## config.mk

```make
export PLATFORM = sky130hd
export DESIGN_NAME = click_demux_n
export DESIGN_NICKNAME = d
export VERILOG_FILES = /design/src/rtl/click_demux_n.sv
export SDC_FILE = /design/constraint.sdc
export NUM_CORES = 1
export LEC_CHECK = 0
export CAP_MARGIN = 5
export CORE_MARGIN = 2
export CORE_UTILIZATION = 40
export DETAILED_ROUTE_END_ITERATION = 8
export GPL_TIMING_DRIVEN = 0
export PLACE_DENSITY = 0.71
export SETUP_SLACK_MARGIN = 0.4
export SLEW_MARGIN = 20
export SYNTH_ARGS = -nofsm -noshare
export SYNTH_HDL_FRONTEND = slang
export SYNTH_SLANG_ARGS = --single-unit
```

## constraint.sdc

```tcl
create_clock -name clk -period 5.1 [get_ports clk]
set_input_delay 1.275 -clock clk [delete_from_list [all_inputs] [get_ports clk]]
set_output_delay 1.275 -clock clk [all_outputs]
set_load 0.005 [all_outputs]
```

## src/rtl/click_demux_n.sv

```systemverilog
// N-way two-phase click demux: routes one bundled-data token plus select to one registered output channel.
// Optional build macro CLICK_DEMUX_SYNC_EN adds two-flop synchronisers on in_req, sel_req and out_ack.
module click_demux_n #(
   parameter int               N_OUT          = 4,
   parameter int               DATA_W         = 8,
   parameter int               SEL_W          = $clog2(N_OUT),
   parameter logic             PHASE_INIT_A   = 1'b0,
   parameter logic [N_OUT-1:0] PHASE_INIT_OUT = '0
) (
   input  logic                    clk,
   input  logic                    rst,
   input  logic                    in_req,
   output logic                    in_ack,
   input  logic [DATA_W-1:0]       in_data,
   input  logic                    sel_req,
   output logic                    sel_ack,
   input  logic [SEL_W-1:0]        sel_data,
   output logic [N_OUT-1:0]        out_req,
   input  logic [N_OUT-1:0]        out_ack,
   output logic [N_OUT*DATA_W-1:0] out_data,
   output logic                    sel_err,
   output logic [7:0]              drop_cnt
);

   typedef enum logic {
      IDLE = 1'b0,
      WAIT = 1'b1
   } state_t;

   localparam logic [SEL_W:0] N_OUT_W = N_OUT[SEL_W:0];

   state_t                    state_q, state_d;
   logic                      ack_q, ack_d;
   logic [N_OUT-1:0]          out_req_q, out_req_d;
   logic [N_OUT*DATA_W-1:0]   out_data_q, out_data_d;
   logic [SEL_W-1:0]          chan_q, chan_d;
   logic                      sel_err_q, sel_err_d;
   logic [7:0]                drop_cnt_q, drop_cnt_d;

   logic                      in_req_s;
   logic                      sel_req_s;
   logic [N_OUT-1:0]          out_ack_s;

`ifdef CLICK_DEMUX_SYNC_EN
   logic [1:0]                in_req_sync_q;
   logic [1:0]                sel_req_sync_q;
   logic [N_OUT-1:0]          out_ack_sync1_q;
   logic [N_OUT-1:0]          out_ack_sync2_q;

   // Reset to the idle phase so no token or ack appears spuriously after reset.
   always_ff @(posedge clk) begin
      if (rst) begin
         in_req_sync_q   <= {2{PHASE_INIT_A}};
         sel_req_sync_q  <= {2{PHASE_INIT_A}};
         out_ack_sync1_q <= PHASE_INIT_OUT;
         out_ack_sync2_q <= PHASE_INIT_OUT;
      end else begin
         in_req_sync_q   <= {in_req_sync_q[0], in_req};
         sel_req_sync_q  <= {sel_req_sync_q[0], sel_req};
         out_ack_sync1_q <= out_ack;
         out_ack_sync2_q <= out_ack_sync1_q;
      end
   end

   assign in_req_s  = in_req_sync_q[1];
   assign sel_req_s = sel_req_sync_q[1];
   assign out_ack_s = out_ack_sync2_q;
`else
   assign in_req_s  = in_req;
   assign sel_req_s = sel_req;
   assign out_ack_s = out_ack;
`endif

   logic pending;
   logic all_idle;
   logic sel_ok;

   assign pending  = (in_req_s != ack_q) && (sel_req_s != ack_q);
   assign all_idle = (out_ack_s == out_req_q);
   assign sel_ok   = ({1'b0, sel_data} < N_OUT_W);

   always_comb begin
      state_d    = state_q;
      ack_d      = ack_q;
      out_req_d  = out_req_q;
      out_data_d = out_data_q;
      chan_d     = chan_q;
      sel_err_d  = sel_err_q;
      drop_cnt_d = drop_cnt_q;
      case (state_q)
         IDLE: begin
            if (pending) begin
               if (!sel_ok) begin
                  // Bad select: consume the token without touching any output channel.
                  ack_d     = ~ack_q;
                  sel_err_d = 1'b1;
                  if (drop_cnt_q != 8'hFF) begin
                     drop_cnt_d = drop_cnt_q + 8'd1;
                  end
               end else if (all_idle) begin
                  out_data_d[sel_data*DATA_W +: DATA_W] = in_data;
                  out_req_d[sel_data] = ~out_req_q[sel_data];
                  chan_d  = sel_data;
                  state_d = WAIT;
               end
            end
         end
         WAIT: begin
            if (out_ack_s[chan_q] == out_req_q[chan_q]) begin
               ack_d   = ~ack_q;
               state_d = IDLE;
            end
         end
      endcase
   end

   always_ff @(posedge clk) begin
      if (rst) begin
         state_q    <= IDLE;
         ack_q      <= PHASE_INIT_A;
         out_req_q  <= PHASE_INIT_OUT;
         out_data_q <= '0;
         chan_q     <= '0;
         sel_err_q  <= 1'b0;
         drop_cnt_q <= 8'd0;
      end else begin
         state_q    <= state_d;
         ack_q      <= ack_d;
         out_req_q  <= out_req_d;
         out_data_q <= out_data_d;
         chan_q     <= chan_d;
         sel_err_q  <= sel_err_d;
         drop_cnt_q <= drop_cnt_d;
      end
   end

   assign in_ack   = ack_q;
   assign sel_ack  = ack_q;
   assign out_req  = out_req_q;
   assign out_data = out_data_q;
   assign sel_err  = sel_err_q;
   assign drop_cnt = drop_cnt_q;

endmodule

```

---- After elaboration in Yosys (flattened, before gate mapping) ----
Cells that the tools add are included.
W data, S select, Z words.
word-level totals
  flip-flop bits (word level) ............. 40
  bits of input ports ..................... 18
  word-level logic and storage cells ...... 39
cells by class
  add/sub/neg operators ................... 1
  $lt $le $gt $ge ......................... 3
  eq/ne operators ......................... 5
  shift-type cells ........................ 2
  mux-type cells .......................... 16
  bitwise operators ....................... 3
  reduce and logical (&&, ||, !) cells .... 4
operators with widths
  kind                       number
  $neg A5 Y34                1
  $shift A8 B34 Y32 const A  1
  $shiftx A8 B34 Y32         1
  $bwmux W32                 1
  $mux W1                    9
  $bmux W1 S2                3
  $lt A2 B3 Y1 const B       2
  $bwmux W4                  1
  $eq A4 B4 Y1               1
  $not A1 Y1                 3
  $reduce_and A3 Y1          1
  $demux W1 S2               1
  $ge A2 B1 Y1 const B       1
  $logic_and A1 B1 Y1        2
  $ne A1 B1 Y1               2
  $ne A2 B1 Y1 const B       1
  $pmux W1 S2                1
  $reduce_and A2 Y1          1
  $eq A1 B1 Y1               1

---- Depth between registers and ports, before layout ----
  word-level depth ........................ 5
  depth in mapped cells ................... 7
  gate-level depth less buffers ........... 6

---- Worst setup path before layout ----
No wires, ideal clock.
  path type ............................... in2reg
  from .................................... input sel_data[0]
  to ...................................... register out_data_q[0] (netlist: out_data[0])
  library setup time ...................... 0.072 ns
  arrival ................................. 2.904 ns
  required time ........................... 5.028 ns
  path slack .............................. 2.124 ns
  stages on the path ...................... 6
  path through ............................ buf_2 -> inv_1 -> ha_1 -> nor4b_1 -> nand2_1 -> mux2i_1
between the ends
  word-level cells in the longest chain between the ends .. 3
RTL lines
  element                                                         line  text
  start, declared                                                 17    input logic [SEL_W-1:0] sel_data,
  $neg A5 Y34 *                                                   101   out_data_d[sel_data*DATA_W +: DATA_W] = in_data;
  $shiftx A8 B34 Y32 / $shift A8 B34 Y32 (equally long branches)  101
  $bwmux W32 *                                                    101
  end signal, assigned                                            130   out_data_q <= out_data_d;
  end, declared                                                   35    logic [N_OUT*DATA_W-1:0] out_data_q, out_data_d;
Mark *: on every way between the ends. The rest lies on a longest branch, timed or not.
A chain may end at the register's enable or synchronous reset.

---- Worst setup path after layout ----
  from .................................... input sel_data[0]
  to ...................................... register out_data_q[27] (netlist: out_data[27])
Same word-level chain as after synthesis.

==> results.toml <==
[logic_synthesis]
synth-seq-area-share_pct = 40.3
ys_warn_count = 0
syn_area_um2 = 1990
ys_ff_latch = 40
postSynthCellCount = 209
yosysUniqueCellTypes = 29
avgSynthCellArea_um2 = 9.50

[sta]
min_period_ns = 3.37
setup_ws_ns = 1.73
setup_viol = 0
report.final.slew_viol_count = 0
fin_skew_ns = 0.00474
relSlewSlack_pct = 48.0
rsz0062_at_grt = "false"
tns_ns = 0
tightest_slew_ns = 0.775
hold_viol = 0
fmax_mhz = 296
holdWs_ns = 0.474
min_period_over_period_pct = 66.2

[global_routing]
grt_pass1_vias = 1493
grt_max_degree = 13
grt_overflow = 0
grt_use_total_pct = 17.3
grt_antenna_before_repair = 0
grt_pass1_wl_mm = 7.19

[floorplan]
core_area_um2 = 4750
die_h_um = 74.5
io_pins = 65
rows = 25
dieArea_um2 = 5540
initial_utilization_pct = 41.8
die_x_um = 74.5

[routing]
drtIter0Drc = 59
num_vias = 1628
viasPerCell = 4.71
drt-total-wl_mm = 4.56
drc = 0
drt_pass1_iterations = 5
wire_per_inst_um = 13.2
ant_nets = 0

[cts]
cts-resized-gates = 0
ctsLongestPathBuffers = 2
htreeDepth = 2
cts-root-buf = "clkbuf_8"
path_clk_slew_ns = 0.08
cts_setup_buffers = 0
cts_hold_buf = 0
insertion_delay_ns = 0.29
clock-sinks = 40
cts_tree = "built"
numCtsBuffers = 5

[critical_path]
critPathSlowestCell = "clkdlybuf4s50_1"
r2r_cells = 5
cpPeakStageDelay_ns = 0.51
crit_chain = "clkdlybuf4s50_1 > buf_2 > inv_1 > ha_1 > or3_1 > nor3_1 > nand2_1 > mux2i_1"
start_kind = "input pin"
worstSetupPathType = "input pin to flop"
crit_path_end_kind = "flop"
cp-startpoint = "sel_data[0]"
reg2reg_from = "in_ack"
cp.required_ns = 5.32
worst-path-max-fanout = 8
crit_arrival_ns = 3.59

[place]
dp_worst_setup_slack_ns = 1.41
place_hpwl_mm = 3.31
placed_area_um2 = 2650
port_buffers = 54
globalplace.congestion = 0.788

[finish]
multiInputGateArea_um2 = 1080
drive_gt1_share_pct = 10.4
fin_nets = 301
n_antenna_cell = 0
fin_util_pct = 58.3
seq_area_um2 = 801
fin_area_um2 = 2770
syn_to_final_growth_pct = 39.6
final.fill_count = 423

[pwr]
p_leak_nw = 1.16
p_per_area_nw_per_um2 = 235
peakVddDrop_v = 0.000162

[hold_path]
hold_depth = 2
hp-class = "flop to flop"
hp-start = "out_data[4]"

[status]
outcome = "finished, final reports clean"

[run]
cap_viol_max_count = 0
==> Yosys cell counts <==
| library cell | number | area, µm² |
|---|---|---|
| nand2_1 | 29 | 109 |
| conb_1 | 1 | 3.75 |
| nor3b_2 | 1 | 12.5 |
| mux4_2 | 2 | 45.0 |
| nor2_1 | 4 | 15.0 |
| o21ai_0 | 3 | 15.0 |
| a211o_1 | 1 | 8.76 |
| buf_4 | 13 | 97.6 |
| nand4_1 | 2 | 12.5 |
| buf_2 | 1 | 5.00 |
| inv_1 | 3 | 11.3 |
| buf_6 | 1 | 11.3 |
| or2_2 | 1 | 6.26 |
| and3_1 | 1 | 6.26 |
| dfxtp_1 | 40 | 801 |
| ha_1 | 5 | 62.6 |
| nand3b_1 | 1 | 7.51 |
| nand3_1 | 7 | 35.0 |
| nor3_1 | 2 | 10.0 |
| a21oi_1 | 3 | 15.0 |
| a22oi_1 | 1 | 7.51 |
| nand2b_1 | 36 | 225 |
| clkbuf_1 | 5 | 18.8 |
| or3b_1 | 1 | 8.76 |
| mux2i_1 | 36 | 360 |
| or3_1 | 3 | 18.8 |
| nor4b_1 | 1 | 8.76 |
| xor2_1 | 4 | 35.0 |
| a211oi_2 | 1 | 12.5 |
==> stage by stage <==
stage	total power, mW	cells
after floorplan	0.352	217
after global placement	0.377	338
after detailed placement	0.378	338
after CTS	0.655	346
after global routing	0.676	346
final	0.652	346
==> sequential cells by signal, summed over array words and instances, names as in the netlist <==
register  cells
state_q       1
out_req       4
in_ack        1
out_data     32
chan_q        2
==> report_power, final <==
group	switching [mW]	leakage, nW	internal (mW)
clock network	0.108	0.0645	0.173
logic	0.0289	0.773	0.0293
registers	0.000491	0.322	0.312
total	0.138	1.16	0.514
==> critical path: cells and delay by family <==
family	cells	cell delay (ns)
buffers and inverters	3	0.87
multiplexers	1	0.17
adder cells (fa/ha/maj)	1	0.24
AND/OR/NAND/NOR	3	1.03
==> cells by family (layout without fill, tap and decap cells) <==
| logic type | Yosys count | after routing | synth area share [%] |
|---|---|---|---|
| AND/OR/NAND/NOR | 89 | 89 | 23.9 |
| XOR/XNOR | 4 | 4 | 1.76 |
| other | 1 | 9 | 0.189 |
| multiplexers | 38 | 38 | 20.4 |
| adder cells (fa/ha/maj) | 5 | 5 | 3.15 |
| AO/OA/AOI/OAI | 9 | 9 | 2.96 |
| flip-flops | 40 | 40 | 40.3 |
| buffers and inverters | 23 | 85 | 7.25 |
==> area by class of cell <==
type | instances | share of cell area [%]
Clock inverter | 1 | 1.08
Buffer | 20 | 4.78
Sequential cell | 40 | 28.9
Multi-Input combinational cell | 154 | 38.9
Timing Repair Buffer | 54 | 19.5
Tap cell | 67 | 3.02
Inverter | 3 | 0.406
Clock buffer | 7 | 3.47
==> placed cells by master (no fill, tap or decap) <==
cell,synthesis,final
clkbuf_1,5,5
nor3b_2,1,1
buf_4,13,13
o21ai_0,3,3
nand2_1,29,29
or3b_1,1,1
buf_6,1,1
nand2b_1,36,36
nand3_1,7,7
or2_2,1,1
buf_2,1,1
bufinv_16,0,1
clkbuf_8,0,7
nor3_1,2,2
nand3b_1,1,1
a21oi_1,3,3
or3_1,3,3
inv_1,3,3
nor4b_2,0,1
nor2_1,4,4
a211o_1,1,1
a22oi_1,1,1
clkdlybuf4s50_1,0,54
nand4_1,2,2
conb_1,1,9
xor2_1,4,4
mux4_2,2,2
ha_1,5,5
and3_1,1,1
mux2i_1,36,36
dfxtp_1,40,40
a211oi_2,1,1
==> metal layers <==
layer  vias up  part of all wire, %  wire length, µm  track usage, %
met2        56                   45             2040            26.8
met3        18                  5.6              254            3.93
met1       738                   47             2140            22.6
li1        816                    -                -               -
met5         -                    0                0               0
met4         0                  2.6              119            8.53
==> path summary, 6_finish.rpt <==
check / end / slack, ns
max reg2reg: out_data[27] / 3.09
min reg2reg: out_data[4] / 0.47
max: out_data[27] / 1.73
min: out_data[4] / 0.47
Power figures use the tool's default switching activity.
==> variant 1: new RTL, same flow settings <==
`PHASE_INIT_A`: 1'b0 -> 1'b1.
--- a/src/rtl/click_demux_n.sv
+++ b/src/rtl/click_demux_n.sv
@@ -4,7 +4,7 @@
    parameter int               N_OUT          = 4,
    parameter int               DATA_W         = 8,
    parameter int               SEL_W          = $clog2(N_OUT),
-   parameter logic             PHASE_INIT_A   = 1'b0,
+   parameter logic             PHASE_INIT_A   = 1'b1,
    parameter logic [N_OUT-1:0] PHASE_INIT_OUT = '0
 ) (
    input  logic                    clk,
Behaviour: not the same (Yosys sat finds a counterexample within 4 cycles, from zero or initial values and one cycle with rst high).
==> variant 1 against the original RTL <==
- sequential power about the same
- die area is 0.12% higher
- sequential cell count did not move
- combinational power down 0.9%
- power down 13%
- worst setup slack got worse by 0.056 ns
- routed wire length down 2.0%
- count of clock-buffer cells in the layout is 1 lower
- global-route usage down 0.45 points
- synthesized area rose by 0.13%
- design area down 1.7%
- core utilization down 0.97 points
- critical path type unchanged
- largest cell class unchanged
- highest routed layer unchanged
==> variant 1: results (changes against the original RTL) <==
| Metric | Value |
|---|---|
| Status | finished clean |
| Detailed placement HPWL | 3.28 mm (-1.1%) |
| R2R Setup Slk | 3.12 ns (+0.03 ns) |
| CTS Buf Count | 5 (unchanged) |
| Post-CTS sizing | 0 (unchanged) |
| Met2 Use GR | 25.9% (-0.98 points) |
| Final net count | 301 (unchanged) |
| Met3 usage | 4.61% (+0.68 points) |
| Setup Fix Bufs, Post-CTS | 0 (unchanged) |
| Share of post-route cells with drive strength above 1 | 9.71% (-0.68 points) |
| Largest net degree at the start of global routing | 12 (-1) |
| Dpl cell area | 2650 µm² (about the same) |
| YS warnings | 0 (unchanged) |
| Met2 wire len | 2.00 mm (-2.0%) |
| Overall routing resource usage | 16.8% (-0.45 points) |
| Worst Max-Slew Pin Slew | 0.852 ns (+0.0775 ns) |
| Worst R2R End | out_data[31] |
| Crit path capture | out_data[25] |
| Crit-path max cell delay | 0.55 ns (+0.04 ns) |
| Router iterations before antenna repair | 4 (-1) |
| Antenna cells | 0 (unchanged) |
| Worst EP arrival | 3.65 ns (+0.06 ns) |
| Port Buffers | 54 (unchanged) |
| Synth top area cells | dfxtp_1 (40%), mux2i_1 (18%), nand2b_1 (11%) |
| Leak | 0.00114 µW (-1.6%) |
| Hold Crit Depth | 2 (unchanged) |
| Max Buffers Root-to-Sink | 2 (unchanged) |
| Number of flip-flops under the largest register name | 32 (unchanged) |
| Met1 GRT Util | 23.1% (+0.43 points) |
| Commonest register cell after synthesis | dfxtp_1 |
| Cts hold-fix bufs | 0 (unchanged) |
| Vias in the first global route | 1446 (-3.1%) |
| First-pass GRT wire length | 7.04 mm (-2.0%) |
| Met1 WL | 2.21 mm (+3.4%) |
| Antenna violations before repair | 0 (unchanged) |
| Detailed-route via count | 1591 (-2.3%) |
| Post-synthesis sequential area ratio | 40.3% (-0.051 points) |
| Starting DRT DRC Count | 60 (+1.7%) |
| Final GP Congestion | 0.780 (-1.0%) |
| Clock skew | 0.00487 ns (+0.000128 ns) |
| Htree depth | 2 (unchanged) |
| Worst setup path start | sel_data[0] |
| Top delay family on crit path | simple AND/OR/NAND/NOR gates |
| Root Driver | clkbuf_8 |
| Drt wl/cell | 12.9 µm (-1.7%) |
| Clk slew on worst S/H paths | 0.07 ns |
| Worst r2r src | out_req[2] |
| Max Fanout on Critical Path | 8 (unchanged) |
| Fill cell count | 449 (+6.1%) |
| Worst VDD drop | 0.000132 V (-18%) |
| WL met3 | 215 µm (-15%) |
| Ys async rst share | 0% (unchanged) |
| Slowest stage cell, crit path | nor3_1 |
==> variant 1: area by class of cell <==
| cell class | instances | area share, % |
|---|---|---|
| multi-input combinational | 154 | 39.6 |
| sequential | 40 | 29.4 |
| inverter | 3 | 0.413 |
| clock buffer | 6 | 2.66 |
| buffer | 20 | 4.86 |
| tap | 67 | 3.07 |
| clock inverter | 1 | 0.184 |
| timing repair buffer | 54 | 19.8 |
==> variant 1: power breakdown <==
| group | switching (µW) | internal (µW) | total [µW] |
|---|---|---|---|
| clock network | 106 | 93.1 | 199 |
| logic | 28.4 | 29.3 | 57.7 |
| registers | 0.471 | 313 | 313 |
==> variant 1: cells by family after synthesis <==
| kind of cell | count (synthesis) | synth area share (%) |
|---|---|---|
| DFF | 40 | 40.3 |
| adders and majority gates | 5 | 3.15 |
| xor gates and xnor gates | 4 | 1.76 |
| buffers and inverters | 23 | 7.24 |
| muxes | 38 | 20.4 |
| other | 1 | 0.189 |
| AOI/OAI and AO/OA | 8 | 2.71 |
| and+or+nand+nor | 90 | 24.3 |
==> variant 1: worst min path at each step <==
stage | endpoint | start | slack, ns
global placement | out_data[2] | out_data[2] | 0.46
floorplan | chan_q[0] | chan_q[0] | 0.46
global route | out_data[25] | out_data[25] | 0.50
finish | out_data[29] | out_data[29] | 0.47
CTS | out_data[26] | out_data[26] | 0.48
detailed placement | out_data[29] | out_data[29] | 0.47
==> variant 1: stage by stage <==
step	setup slack, ns	util (%)	cells
2_1_floorplan	2.12	-	217
3_3_place_gp	1.04	55.6	338
3_5_place_dp	1.42	55.7	338
4_1_cts	1.70	57.3	345
5_1_grt	1.56	57.3	345
6_report	1.67	57.3	345
==> variant 2: new RTL, same settings <==
Without the edit above. Take the reset off `out_data_q` and load it in a clocked block of its own.
--- a/src/rtl/click_demux_n.sv
+++ b/src/rtl/click_demux_n.sv
@@ -119,7 +119,6 @@
          state_q    <= IDLE;
          ack_q      <= PHASE_INIT_A;
          out_req_q  <= PHASE_INIT_OUT;
-         out_data_q <= '0;
          chan_q     <= '0;
          sel_err_q  <= 1'b0;
          drop_cnt_q <= 8'd0;
@@ -127,11 +126,14 @@
          state_q    <= state_d;
          ack_q      <= ack_d;
          out_req_q  <= out_req_d;
-         out_data_q <= out_data_d;
          chan_q     <= chan_d;
          sel_err_q  <= sel_err_d;
          drop_cnt_q <= drop_cnt_d;
       end
+   end
+
+   always_ff @(posedge clk) begin
+      out_data_q <= out_data_d;
    end
 
    assign in_ack   = ack_q;
Formal check against the unedited RTL: not equivalent (Yosys sat finds a counterexample within 4 cycles, from zero or initial values and one cycle with rst high).
==> variant 2 against the original RTL <==
- synthesized area down 7.4%
- routed wire length down 14%
- sequential cell count unchanged
- power down 8.3%
- global-route usage down 0.80 points
- worst setup slack better by 0.15 ns
- critical endpoint is now out_data[3]
- die area down 7.0%
- register-to-register slack worse by 0.11 ns
- cell count down 24%
- critical path type unchanged
- non-clock buffer count down 8
- design area down 7.7%
==> variant 2: results (changes against the original RTL) <==
| Metric | Value |
|---|---|
| Status | finished clean |
| Detailed placement HPWL | 3.03 mm (-8.6%) |
| Starting DRT DRC Count | 131 (+120%) |
| Detailed-route via count | 1328 (-18%) |
| Router iterations before antenna repair | 4 (-1) |
| Placed Instances | 256 (-24%) |
| Leak | 0.000974 µW (-16%) |
| Post-synthesis sequential area ratio | 61.0% (+21 points) |
| Worst min path class | reg -> reg |
| Final GP Congestion | 0.854 (+8.4%) |
| Clock skew | 0.00546 ns (+0.000727 ns) |
| #FFs+latches synth | 40 (unchanged) |
| Hold Crit Depth | 2 (unchanged) |
| Worst EP arrival | 3.38 ns (-0.21 ns) |
| Worst R2R End | out_data[14] |
| Setup Fix Bufs, Post-CTS | 0 (unchanged) |
| YS warnings | 0 (unchanged) |
| Final net count | 234 (-22%) |
| Synth Area per Inst | 12.9 µm² (+36%) |
| Port Buffers | 54 (unchanged) |
| CTS Buf Count | 5 (unchanged) |
| R2R Setup Slk | 2.98 ns (-0.11 ns) |
| Total internal power | 473 µW (-8.1%) |
| Ys async rst share | 0% (unchanged) |
| Final wirelength | 3.90 mm (-14%) |
| Synth top area cells | edfxtp_1 (52%), and2_1 (9.5%), dfxtp_1 (8.7%) |
| Max-slew headroom | 52.7% (+4.7 points) |
| Hold endpoint | chan_q[1] |
| Antenna cells | 0 (unchanged) |
| Synth cell count leaders | edfxtp_1 (32), and2_1 (28), buf_4 (10) |
| Drt wl/cell | 14.8 µm (+12%) |
| Share of post-route cells with drive strength above 1 | 10.8% (+0.45 points) |
| Post-synth cell types | 33 (+14%) |
| Worst reg2reg path depth | 3 (-2) |
| Htree depth | 2 (unchanged) |
| EDFF count, synth | 32 (+32) |
| Fill cell count | 355 (-16%) |
| First-pass GRT wire length | 6.32 mm (-12%) |
| Final hold slack | 0.499 ns (+0.0244 ns) |
| Worst setup path start | sel_data[0] |
| Min-Delay Startpoint | chan_q[1] |
| Largest net degree at the start of global routing | 12 (-1) |
| Max Fanout on Critical Path | 9 (+1) |
| Overall routing resource usage | 16.5% (-0.80 points) |
| Worst r2r src | in_ack |
| Worst VDD drop | 0.000107 V (-34%) |
variant 2: cell count changes after synthesis, sizes merged, moves of 4 or more:
cell / change
a31oi: +4
nand2b: -33
nor2: +5
clkbuf: -4
dfxtp: -32
and2: +28
mux2i: -36
nand2: -27
buf: -4
edfxtp: +32
variant 2: metrics by stage:
step | instance area (µm²) | worst slack [ns] | utilization [%]
2_1_floorplan | 1870 | 2.33 | -
3_3_place_gp | 2470 | 1.39 | 56.4
3_5_place_dp | 2470 | 1.28 | 56.4
4_1_cts | 2550 | 1.58 | 58.2
5_1_grt | 2560 | 1.69 | 58.4
6_report | 2560 | 1.87 | 58.4
variant 2: worst max-delay path by stage:
stage	end	depth (start not counted)	slack, ns
2_1_floorplan	out_data[10]	3	2.33
3_3_place_gp	out_data[18]	6	1.39
3_5_place_dp	out_data[23]	6	1.28
4_1_cts	out_data[23]	6	1.58
5_1_grt	out_data[3]	7	1.69
6_report	out_data[3]	7	1.87
variant 2: logic make-up after synthesis:
group           synth area share (%)
other cells                    0.204
fa+ha+maj                       3.40
buf+inv                         5.10
flops                           61.0
simple gates                    18.4
mux                             2.66
xor+xnor                        2.38
compound gates                  6.88
variant 2: area by class of cell:
type	instances	area [µm²]	area share (%)
tap	52	65.1	2.54
clock buffer	7	76.3	2.98
multi-input combinational	95	659	25.8
inverter	3	11.3	0.440
sequential	40	1120	43.8
timing repair buffer	54	541	21.1
clock inverter	1	3.75	0.147
buffer	12	82.6	3.23
variant 2: metal layers:
metal | GRT usage [%] | share of wire, % | vias to the layer above
met3 | 4.92 | 7.5 | 8
met1 | 17.9 | 40 | 631
li1 | - | - | 634
met2 | 29.0 | 50 | 55
met4 | 8.39 | 2.4 | 0
met5 | 0 | 0 | -
variant 2: critical path, stage by stage:
cell             delay [ns]
clkdlybuf4s50_1        0.60
inv_1                  0.21
ha_1                   0.16
clkbuf_1               0.29
nand2_1                0.11
nor3_1                 0.51
and2_1                 0.23
variant 2: power groups by stage:
stage | Combinational, µW | Sequential, µW | Clock, µW
4_1_cts | 53.4 | 351 | 200
3_3_place_gp | 51.6 | 358 | 0
6_report | 53.9 | 351 | 193
5_1_grt | 59.9 | 351 | 214
3_5_place_dp | 53.2 | 358 | 0
2_1_floorplan | 29.1 | 358 | 0
